<file path="config.mk">
export PLATFORM = sky130hd
export DESIGN_NAME = systolic_skew_sequencer_flat
export DESIGN_NICKNAME = d
export VERILOG_FILES = /design/src/rtl/systolic_skew_sequencer_if.sv /design/src/rtl/systolic_skew_sequencer.sv /design/src/flat_wrapper.sv
export SDC_FILE = /design/constraint.sdc
export NUM_CORES = 1
export LEC_CHECK = 0
export CORE_ASPECT_RATIO = 1.25
export CORE_UTILIZATION = 41
export DETAILED_ROUTE_END_ITERATION = 7
export PLACE_DENSITY = 0.86
export SYNTH_ARGS = -nofsm -noshare
export SYNTH_HDL_FRONTEND = slang
export SYNTH_SLANG_ARGS = --single-unit
</file>
<file path="constraint.sdc">
create_clock -name clk -period 4.05 [get_ports clk]
set_input_delay 0.81 -clock clk [delete_from_list [all_inputs] [get_ports clk]]
set_output_delay 0.81 -clock clk [all_outputs]
set_load 0.1 [all_outputs]
</file>
<file path="src/rtl/systolic_skew_sequencer_if.sv">
// Handshake and buffer-read bundle between the systolic skew sequencer and its
// tile requester / operand buffers.
interface systolic_skew_sequencer_if #(
    parameter int ARRAY_DIM = 4,
    parameter int K_DEPTH   = 4
);
    localparam int IDX_WIDTH = (K_DEPTH > 1) ? $clog2(K_DEPTH) : 1;

    logic                           start;
    logic                           hold_in;
    logic [ARRAY_DIM-1:0]           a_rd_en;
    logic [ARRAY_DIM*IDX_WIDTH-1:0] a_rd_addr;
    logic [ARRAY_DIM-1:0]           b_rd_en;
    logic [ARRAY_DIM*IDX_WIDTH-1:0] b_rd_addr;
    logic                           pe_en;
    logic                           acc_clr;
    logic                           cap_en;
    logic                           busy;
    logic                           done;
    logic [31:0]                    perf_cycles;

    modport master (
        output start, hold_in,
        input  a_rd_en, a_rd_addr, b_rd_en, b_rd_addr,
        input  pe_en, acc_clr, cap_en, busy, done, perf_cycles
    );

    modport slave (
        input  start, hold_in,
        output a_rd_en, a_rd_addr, b_rd_en, b_rd_addr,
        output pe_en, acc_clr, cap_en, busy, done, perf_cycles
    );
endinterface

</file>
<file path="src/rtl/systolic_skew_sequencer.sv">
// Skewed operand-feed sequencer for a square systolic array (clear, feed, drain, capture).
// Optional cycle counter on perf_cycles is built only when SEQ_PERF_CNT_EN is defined.
//
// state     | meaning
// S_IDLE    | waiting for start
// S_CLEAR   | one cycle of acc_clr, step counter reset
// S_FEED    | skewed A/B reads, step t advances unless stalled
// S_DRAIN   | ARRAY_DIM cycles of pe_en to flush the wavefront
// S_CAPTURE | one cycle of cap_en
// S_DONE    | done held until start drops
module systolic_skew_sequencer #(
    parameter int ARRAY_DIM = 4,
    parameter int K_DEPTH   = 4
) (
    input logic                     clk,
    input logic                     rst,
    systolic_skew_sequencer_if.slave bus
);
    localparam int IDX_WIDTH = (K_DEPTH > 1) ? $clog2(K_DEPTH) : 1;
    localparam int T_WIDTH   = $clog2(K_DEPTH + ARRAY_DIM);
    localparam int D_WIDTH   = $clog2(ARRAY_DIM + 1);
    localparam logic [T_WIDTH-1:0] T_LAST = T_WIDTH'(K_DEPTH + ARRAY_DIM - 2);
    localparam logic [T_WIDTH-1:0] T_K    = T_WIDTH'(K_DEPTH);
    localparam logic [D_WIDTH-1:0] D_LAST = D_WIDTH'(ARRAY_DIM - 1);

    typedef enum logic [2:0] {
        S_IDLE,
        S_CLEAR,
        S_FEED,
        S_DRAIN,
        S_CAPTURE,
        S_DONE
    } state_t;

    state_t               state, state_nxt;
    logic [T_WIDTH-1:0]   t, t_nxt;
    logic [D_WIDTH-1:0]   drain_cnt, drain_nxt;
    logic                 hold_q;

    logic [ARRAY_DIM-1:0]           lane_en;
    logic [ARRAY_DIM*IDX_WIDTH-1:0] lane_addr;
    logic                           pe_en, acc_clr, cap_en, busy, done;

    // hold_in is registered so no output depends combinationally on an input;
    // a FEED cycle is a stall cycle when hold_in was high in the previous cycle.
    always_ff @(posedge clk) begin
        if (rst) begin
            state     <= S_IDLE;
            t         <= '0;
            drain_cnt <= '0;
            hold_q    <= 1'b0;
        end else begin
            state     <= state_nxt;
            t         <= t_nxt;
            drain_cnt <= drain_nxt;
            hold_q    <= bus.hold_in;
        end
    end

    always_comb begin
        state_nxt = state;
        t_nxt     = t;
        drain_nxt = drain_cnt;
        lane_en   = '0;
        lane_addr = '0;
        pe_en     = 1'b0;
        acc_clr   = 1'b0;
        cap_en    = 1'b0;
        busy      = 1'b0;
        done      = 1'b0;

        case (state)
            S_IDLE: begin
                if (bus.start) state_nxt = S_CLEAR;
            end
            S_CLEAR: begin
                busy      = 1'b1;
                acc_clr   = 1'b1;
                t_nxt     = '0;
                state_nxt = S_FEED;
            end
            S_FEED: begin
                busy = 1'b1;
                if (!hold_q) begin
                    pe_en = 1'b1;
                    // lane i reads index t-i only inside its K_DEPTH-wide window
                    for (int i = 0; i < ARRAY_DIM; i++) begin
                        if ((t >= T_WIDTH'(i)) && ((t - T_WIDTH'(i)) < T_K)) begin
                            lane_en[i] = 1'b1;
                            lane_addr[i*IDX_WIDTH +: IDX_WIDTH] = IDX_WIDTH'(t - T_WIDTH'(i));
                        end
                    end
                    if (t == T_LAST) begin
                        t_nxt     = '0;
                        drain_nxt = D_LAST;
                        state_nxt = S_DRAIN;
                    end else begin
                        t_nxt = t + 1'b1;
                    end
                end
            end
            S_DRAIN: begin
                busy  = 1'b1;
                pe_en = 1'b1;
                if (drain_cnt == '0) state_nxt = S_CAPTURE;
                else                 drain_nxt = drain_cnt - 1'b1;
            end
            S_CAPTURE: begin
                busy      = 1'b1;
                cap_en    = 1'b1;
                state_nxt = S_DONE;
            end
            S_DONE: begin
                done = 1'b1;
                if (!bus.start) state_nxt = S_IDLE;
            end
            default: state_nxt = S_IDLE;
        endcase
    end

    assign bus.a_rd_en   = lane_en;
    assign bus.a_rd_addr = lane_addr;
    assign bus.b_rd_en   = lane_en;
    assign bus.b_rd_addr = lane_addr;
    assign bus.pe_en     = pe_en;
    assign bus.acc_clr   = acc_clr;
    assign bus.cap_en    = cap_en;
    assign bus.busy      = busy;
    assign bus.done      = done;

`ifdef SEQ_PERF_CNT_EN
    logic [31:0] perf_cnt;

    // counts only in busy states, so the value stays frozen through DONE and IDLE
    always_ff @(posedge clk) begin
        if (rst) begin
            perf_cnt <= '0;
        end else if ((state == S_IDLE) && (state_nxt == S_CLEAR)) begin
            perf_cnt <= '0;
        end else if (busy && (perf_cnt != 32'hFFFF_FFFF)) begin
            perf_cnt <= perf_cnt + 32'd1;
        end
    end

    assign bus.perf_cycles = perf_cnt;
`else
    assign bus.perf_cycles = '0;
`endif

endmodule

</file>
<file path="src/flat_wrapper.sv">
// flat-port wrapper written by rule: the top's interface ports become plain ports
module systolic_skew_sequencer_flat 
#(
    parameter int ARRAY_DIM = 4,
    parameter int K_DEPTH   = 4
)
  (clk, rst, bus_start, bus_hold_in, bus_a_rd_en, bus_a_rd_addr, bus_b_rd_en, bus_b_rd_addr, bus_pe_en, bus_acc_clr, bus_cap_en, bus_busy, bus_done, bus_perf_cycles);
  systolic_skew_sequencer_if #(.ARRAY_DIM(ARRAY_DIM), .K_DEPTH(K_DEPTH)) bus_i ();
  input logic clk;
  input logic rst;
  input wire logic [$bits(bus_i.start)-1:0] bus_start;
  input wire logic [$bits(bus_i.hold_in)-1:0] bus_hold_in;
  output wire logic [$bits(bus_i.a_rd_en)-1:0] bus_a_rd_en;
  output wire logic [$bits(bus_i.a_rd_addr)-1:0] bus_a_rd_addr;
  output wire logic [$bits(bus_i.b_rd_en)-1:0] bus_b_rd_en;
  output wire logic [$bits(bus_i.b_rd_addr)-1:0] bus_b_rd_addr;
  output wire logic [$bits(bus_i.pe_en)-1:0] bus_pe_en;
  output wire logic [$bits(bus_i.acc_clr)-1:0] bus_acc_clr;
  output wire logic [$bits(bus_i.cap_en)-1:0] bus_cap_en;
  output wire logic [$bits(bus_i.busy)-1:0] bus_busy;
  output wire logic [$bits(bus_i.done)-1:0] bus_done;
  output wire logic [$bits(bus_i.perf_cycles)-1:0] bus_perf_cycles;
  assign bus_i.start = bus_start;
  assign bus_i.hold_in = bus_hold_in;
  assign bus_a_rd_en = bus_i.a_rd_en;
  assign bus_a_rd_addr = bus_i.a_rd_addr;
  assign bus_b_rd_en = bus_i.b_rd_en;
  assign bus_b_rd_addr = bus_i.b_rd_addr;
  assign bus_pe_en = bus_i.pe_en;
  assign bus_acc_clr = bus_i.acc_clr;
  assign bus_cap_en = bus_i.cap_en;
  assign bus_busy = bus_i.busy;
  assign bus_done = bus_i.done;
  assign bus_perf_cycles = bus_i.perf_cycles;
  systolic_skew_sequencer #(.ARRAY_DIM(ARRAY_DIM), .K_DEPTH(K_DEPTH)) u_core (.clk(clk), .rst(rst), .bus(bus_i));
endmodule
</file>
=== Word-level counts from Yosys, hierarchy flattened ===
Cells that the tools add are included.

* Order comparisons: 8
* Eq/ne operators: 12
* Muxes and demuxes: 29
* Add/sub/neg operators: 5
* Reduce and logical (&&, ||, !) cells: 12

{| class="wikitable"
|+ Operators with widths
! operator !! count
|-
| 3-bit 2-to-1 mux || 8
|-
| 3-bit case mux with 6 select lines || 1
|-
| 8-bit 2-to-1 mux || 2
|-
| 3-bit < comparator (second input constant) || 4
|-
| 3-bit case mux with 2 select lines || 2
|-
| 3-bit == test (second input constant) || 3
|-
| 1-bit 2-to-1 mux || 9
|-
| 2-bit 2-to-1 mux || 4
|-
| 4-bit 2-to-1 mux || 2
|-
| 2-bit inequality test (second input constant) || 4
|-
| 3-bit by 2-bit == test with 1-bit output (second input constant) || 2
|-
| 3-bit by 1-bit >= comparator with 1-bit output (second input constant) || 2
|-
| 3-bit by 2-bit >= comparator with 1-bit output (second input constant) || 2
|-
| 3-bit zero test || 2
|-
| 3-bit by 1-bit subtractor with 3-bit output (second input constant) || 2
|-
| 3-bit by 2-bit subtractor with 3-bit output (second input constant) || 2
|-
| 5-bit AND reduction || 1
|-
| 1-bit logical AND || 4
|-
| 2-bit by 1-bit inequality test with 1-bit output (second input constant) || 2
|-
| 4-bit AND reduction || 1
|-
| 2-bit nonzero test || 2
|-
| 4-bit OR reduction || 1
|-
| 3-bit by 1-bit adder with 3-bit output (second input constant) || 1
|-
| 3-bit by 1-bit == test with 1-bit output (second input constant) || 1
|-
| 2 further kinds || 2
|}

* Output and inout port bits: 61
* Bits in registers: 10
* Word-level logic and storage cells: 70
* Input port bits: 4

=== Depth between registers and ports, before layout ===
Gate-level depths: netlist of the first run.

* Word-level depth: 6
* Depth in mapped cells: 6
* Gate-level depth less buffers: 6

=== Worst setup path after synthesis of the first run ===
OpenSTA, ideal clock, no wires.

* Kind: flip-flop to output port
* Start: register u_core.state[2]
* End: output bus_b_rd_en[1]
* Setup slack: -471 ps
* Buffers on the path: 2
* Arrival time: 3,711 ps
* Cell stages (with the launch flop): 5
* Data required time: 3,240 ps
* Path through: dfxtp_1 -> or4b_1 -> buf_4 -> nor3_1 -> buf_4

* Word-level cells in the longest chain between the ends: 2

{| class="wikitable"
|+ Ends and longest elaborated chain
! item !! line !! text
|-
| from (decl) || systolic_skew_sequencer.sv:35 || <nowiki>state_t state, state_nxt;</nowiki>
|-
| from (signal assigned) || systolic_skew_sequencer.sv:53 || <nowiki>state <= state_nxt;</nowiki>
|-
| 3-bit by 2-bit == test with 1-bit output || systolic_skew_sequencer.sv:72 || <nowiki>case (state)</nowiki>
|-
| 4-bit 2-to-1 mux || systolic_skew_sequencer.sv:72 ||
|-
| to (decl) || flat_wrapper.sv:15 || <nowiki>output wire logic [$bits(bus_i.b_rd_en)-1:0] bus_b_rd_en;</nowiki>
|}

Every way passes these cells.

=== Worst setup path after layout of the first run ===
* Start: register u_core.state[0]
* End: output bus_busy

* Word-level cells in the longest chain between the ends: 3
* Elaborated cells between the ends (all ways): 6
* Classes of those cells: 4 x eq/ne; 1 x mux; 1 x reduce/logical

{| class="wikitable"
|+ Ends and longest elaborated chain
! item !! line !! text
|-
| 3-bit by 1-bit == test with 1-bit output (tied with other cells) || systolic_skew_sequencer.sv:72 ||
|-
| 4-bit OR reduction (no source line) * || - ||
|-
| 1-bit 2-to-1 mux * || systolic_skew_sequencer.sv:72 ||
|-
| to (decl) || flat_wrapper.sv:20 || <nowiki>output wire logic [$bits(bus_i.busy)-1:0] bus_busy;</nowiki>
|}

Mark *: on every way between the ends. The rest lies on a longest branch, timed or not.

==> flow_summary.json, run 1 <==
{
  "status": "finished clean",
  "drive_gt1_share_pct": 24.20,
  "cts_resized": 0,
  "placed_area_um2": 1199,
  "io_buffer_count": 32,
  "final_cell_mix": "conb_1 (32), buf_4 (26), dfxtp_1 (10)",
  "fin_crit_sh_pct": 76.48,
  "fin_setup_tns_ns": 0,
  "synth_area_leaders": "buf_4 (30%), dfxtp_1 (18%), ha_1 (9.9%), and3_1 (2.8%), a21oi_1 (2.6%)",
  "drt_wl_total_um": 2000,
  "root_buffer": "clkbuf_4",
  "fin_area_um2": 1235,
  "drt_pass1_iterations": 4,
  "area_growth_pct": 8.820,
  "cts_buffers": 3,
  "final-seq-area_um2": 200.2,
  "setup_viol": 0,
  "die_w_um": 49.06,
  "grt_max_degree": 16,
  "clkTransAtPathRegs_ns": 0.07,
  "core_um2": 2527,
  "powerDensity_nw_per_um2": 373.8,
  "clock-sinks": 10,
  "via_count": 880,
  "path_max_fanout": 11,
  "layout.cells.non_filler": 190,
  "dpl.cell_count": 186,
  "utilization_pct": 48.86,
  "pwr-share-clk_pct": 19.9,
  "synth_top_family_by_area": "buffers and inverters",
  "yosys_warnings": 0,
  "cts_tree": "built",
  "max_slew_margin_pct": 34.87,
  "wire_per_inst_um": 10.53,
  "nFillCells": 252,
  "clock_latency_ns": 0.27,
  "async_reset_ff_share_pct": 0,
  "crit_chain": "nor2_1, xnor2_1, clkdlybuf4s50_1",
  "worst_ep_required_time_ns": 3.24,
  "intPower_uw": 190.7,
  "dpl.hpwl_um": 1547,
  "hold_slack_ns": 0.4817,
  "fin_skew_ns": 0.002550,
  "synthXorXnorAreaFrac_pct": 2.315,
  "power.switching_uw": 270.9,
  "synth_top_area_share_pct": 29.77,
  "synth-simple-area-share_pct": 24.37,
  "ys_seq_area_share_pct": 17.64,
  "antenna_found_initial": 0,
  "gp_congestion": 0.8385,
  "total_power_uw": 461.6,
  "ir_drop_mv": 0.2735,
  "num_rows": 20,
  "slowest_delay_ns": 1.16,
  "multiInputGateArea_um2": 671.9,
  "start_util_pct": 44.90,
  "drc": 0,
  "globalRouteTotalUtil_pct": 14.93,
  "slew_viol_final": 0,
  "synth-compound-area-share_pct": 10.14,
  "max-cap-violations": 0,
  "setup_ws_ns": 0.9525,
  "post-place-ws_ns": 1.259,
  "ctsHoldBuffers": 0,
  "synth_top_cell_by_area": "buf_4",
  "rsz0062_at_grt": "false",
  "crit_path_top_delay_cell": "clkdlybuf4s50_1",
  "synth_flop_cell": "dfxtp_1",
  "diodes": 0,
  "grt_pass1_vias": 759,
  "switching_share_pct": 58.68,
  "final_nets": 171,
  "worst_pin_slew_ns": 0.9739,
  "grt_pass1_wl_um": 3312,
  "report.final.hold_viol_count": 0,
  "io_pins": 65,
  "final_common_cell": "conb_1",
  "drtIter0Drc": 14,
  "synth-seq-cells": 10,
  "endpoint_kind": "output pin",
  "synthCells": 140,
  "cts_setup_buffers": 0,
  "grt_overflow": 0,
  "path_class": "register to output pin",
  "synth-edff-count": 0,
  "synth_area_um2": 1135,
  "antenna_left": 0,
  "avgSynthCellArea_um2": 8.106,
  "synthMuxAreaShare_pct": 0.9923,
  "cts_buffer_depth": 2,
  "combPwrFrac_pct": 54.9,
  "die_area_um2": 2984,
  "synthDistinctLibCells": 36,
  "arrival_ns": 2.29,
  "fin_crit_ns": 3.097,
  "clock.fmax_mhz": 322.8,
  "yosys.area_share.adder_pct": 9.923,
  "seqPwrFrac_pct": 25.2,
  "hp-class": "register to register",
  "cts_htree_levels": 1,
  "die_h_um": 60.82,
  "p_leak_nw": 0.5817,
  "avgViaCountPerCell": 4.632,
  "cp-start-kind": "register"
}
-- cells by family after synthesis --
logic type,count (synthesis)
adder cells (fa/ha/maj),9
buffers and inverters,58
flip-flops,10
AND/OR/NAND/NOR,42
XOR/XNOR,3
multiplexers,1
other,1
AO/OA/AOI/OAI,16
-- synth_stat cells (2+ instances only) --
master / instances
buf_4: 45
dfxtp_1: 10
ha_1: 9
inv_1: 8
a21oi_1: 6
nor2_1: 6
nor3_1: 6
and3_1: 5
and2_1: 4
clkbuf_1: 3
nand2_1: 3
nand3_1: 3
a22o_1: 2
a311oi_1: 2
buf_2: 2
nand2b_1: 2
nand4b_1: 2
nor3b_1: 2
o31a_1: 2
xnor2_1: 2
-- critical path: cells and delay by family (launching register included) --
kind          cells  cell delay [ns]
buf+inv           1             1.16
flops             1             0.55
xor+xnor          1             0.16
simple gates      1             0.14
-- power by group through the flow --
stage / logic, mW / registers, mW / clock network (mW)
after global placement: 0.251 / 0.117 / 0
after floorplan: 0.264 / 0.109 / 0
after CTS: 0.253 / 0.116 / 0.0939
after detailed placement: 0.252 / 0.118 / 0
after global routing: 0.262 / 0.118 / 0.101
final: 0.253 / 0.116 / 0.0921
-- sequential cells by signal, summed over array words and instances, names as in the netlist --
signal	flops
u_core.drain_cnt	3
u_core.state	3
u_core.t	3
u_core.hold_q	1
-- routing by layer --
layer	vias to the layer above	wire length, um	global-route usage, %
met5	-	0	0
met4	0	44	10.08
met1	401	774	13.92
met2	44	1059	29.76
li1	431	-	-
met3	4	122	3.008
-- final timing paths --
kind                             from                   to  slack (ns)  cells past startpoint
hold reg to reg   u_core.drain_cnt[1]  u_core.drain_cnt[1]        0.48                      1
hold / removal    u_core.drain_cnt[1]  u_core.drain_cnt[1]        0.48                      1
setup / recovery      u_core.state[0]             bus_busy        0.95                      3
setup reg to reg      u_core.state[2]          u_core.t[1]        2.41                      3
-- area by class of cell --
| type | instances | area share [%] |
|---|---|---|
| multi-input combinational | 103 | 54.41 |
| timing repair buffer | 32 | 20.67 |
| sequential | 10 | 16.21 |
| tap | 33 | 3.343 |
| clock buffer | 4 | 2.938 |
| inverter | 8 | 2.432 |
No activity file was read; power rests on OpenSTA's default activity.
==> run 2: changes to the inputs <==
- CORE_UTILIZATION: 41 -> 35
- PLACE_DENSITY: 0.86 -> 0.78
- clock period: 4.05 -> 2.8 ns (I/O delays scaled with it)
==> flow_summary.json, run 2 (synthesis results as in run 1) <==
{
  "placed_area_um2": 1556,
  "crit_path_top_delay_cell": "or4b_4",
  "final_nets": 173,
  "cts_tree": "built",
  "clock-sinks": 10,
  "arrival_ns": 2.09,
  "dpl.cell_count": 191,
  "area_growth_pct": 40.68,
  "drt_pass1_iterations": 5,
  "met3_usage_pct": 3.935,
  "slew_viol_final": 0,
  "cp_top_family": "simple AND/OR/NAND/NOR gates",
  "rsz0062_at_grt": "false",
  "io_buffer_count": 32,
  "busiest_layer": "met2",
  "core_um2": 3000,
  "setup_viol": 0,
  "via_count": 894,
  "cts_setup_buffers": 0,
  "grt_pass1_vias": 779,
  "final-seq-area_um2": 200.2,
  "drc": 0,
  "antenna_left": 0,
  "fin_crit_ns": 2.649,
  "seqPwrFrac_pct": 24.1,
  "slowest_delay_ns": 0.64,
  "hp-class": "register to register",
  "layout.cells.non_filler": 195,
  "grt_max_degree": 15,
  "drt_wl_total_um": 2121,
  "powerDensity_nw_per_um2": 431.4,
  "cts_buffers": 3,
  "crit_chain": "or4b_4, nor4_4, buf_12",
  "grt_use_met2_pct": 26.27,
  "grt_pass1_wl_um": 3477,
  "io_pins": 65,
  "die_area_um2": 3476,
  "fin_skew_ns": 0.004031,
  "endpoint_kind": "output pin",
  "drtIter0Drc": 9,
  "top_regs": "u_core.drain_cnt: 3 flops, u_core.state: 3 flops, u_core.t: 3 flops",
  "root_buffer": "clkbuf_4",
  "regToRegSetupSlack_ns": 1.20,
  "path_class": "register to output pin",
  "drive_gt1_share_pct": 31.45,
  "start_util_pct": 37.82,
  "final_cell_mix": "conb_1 (32), buf_12 (24), dfxtp_1 (10)",
  "p_leak_nw": 0.6851,
  "power.switching_uw": 401.0,
  "clkTransAtPathRegs_ns": 0.07,
  "die_h_um": 65.67,
  "diodes": 0,
  "cp_num_buf_inv": 1,
  "max-cap-violations": 0,
  "dpl.hpwl_um": 1738,
  "ir_drop_mv": 0.2661,
  "clock_latency_ns": 0.27,
  "combPwrFrac_pct": 56.9,
  "fin_area_um2": 1597,
  "grtUsageMet1_pct": 13.18,
  "antenna_found_initial": 0,
  "cp-start-kind": "register",
  "status": "finished clean",
  "num_rows": 22,
  "grt_overflow": 0,
  "avgViaCountPerCell": 4.585,
  "report.final.hold_viol_count": 0,
  "wire_per_inst_um": 10.88,
  "die_w_um": 52.93,
  "nFillCells": 267,
  "globalRouteTotalUtil_pct": 13.53,
  "multiInputGateArea_um2": 721.9,
  "cts_htree_levels": 1,
  "fin_crit_sh_pct": 94.61,
  "clock.fmax_mhz": 377.5,
  "cts_buffer_depth": 2,
  "final_common_cell": "conb_1",
  "gp_congestion": 0.7712,
  "worst_ep_required_time_ns": 2.24,
  "path_max_fanout": 11,
  "switching_share_pct": 58.21,
  "intPower_uw": 287.8,
  "pwr-share-clk_pct": 19.0
}
==> run 2: cell types whose count changed in the layout (fill, tap and decap cells not counted), moves of 2 or more <==
cell,delta
buf_12,+24
buf_4,-19
clkdlybuf4s50_1,-3
nor3_1,-2
nor3_4,+2
==> run 2: tightest hold or removal path: stages, from the launching register on <==
cell and delay (ns):
dfxtp_1 0.30, inv_1 0.06, o41ai_1 0.07
==> run 2: power groups by stage <==
stage / Sequential, mW / Clock, mW / Combinational, mW
6_report: 0.166 / 0.131 / 0.392
5_1_grt: 0.168 / 0.141 / 0.406
4_1_cts: 0.166 / 0.136 / 0.392
3_5_place_dp: 0.169 / 0 / 0.390
3_3_place_gp: 0.168 / 0 / 0.386
2_1_floorplan: 0.159 / 0 / 0.392
==> run 2: path summary, 6_finish.rpt <==
kind,cells after the start,end,start
max,3,bus_b_rd_addr[3],u_core.state[1]
min,2,u_core.drain_cnt[2],u_core.drain_cnt[2]
max reg2reg,4,u_core.t[1],u_core.t[0]
min reg2reg,2,u_core.drain_cnt[2],u_core.drain_cnt[2]
==> run 2: routing by layer <==
layer	wire (um)	vias up
met5	0	-
met4	10	0
met3	145	2
met2	1194	46
met1	769	408
li1	-	438
==> run 2: through the flow <==
| stage | total power [mW] | hold slack (ns) | TNS, ns | setup slack, ns | util, % |
|---|---|---|---|---|---|
| global placement | 0.5539 | 0.4635 | 0 | 0.2912 | 51.88 |
| floorplan | 0.5512 | 0.4517 | -1.410 | -0.4742 | - |
| CTS | 0.6937 | 0.4788 | 0 | 0.1404 | 53.21 |
| detailed placement | 0.5584 | 0.4680 | 0 | 0.2423 | 51.88 |
| global route | 0.7149 | 0.5058 | 0 | 0.06903 | 53.21 |
| finish | 0.6888 | 0.4748 | 0 | 0.1508 | 53.21 |
==> run 2: cell type report <==
type | instances | share of cell area, %
Multi-Input combinational cell | 103 | 45.22
Sequential cell | 10 | 12.54
Timing Repair Buffer | 34 | 35.27
Tap cell | 36 | 2.821
Clock buffer | 4 | 2.273
Inverter | 8 | 1.881
==> run 2: repair_timing <==
action,4_1_cts,5_1_grt
endpoints found under the setup margin,2,0
gates resized for setup,1,0
hold buffers,0,0
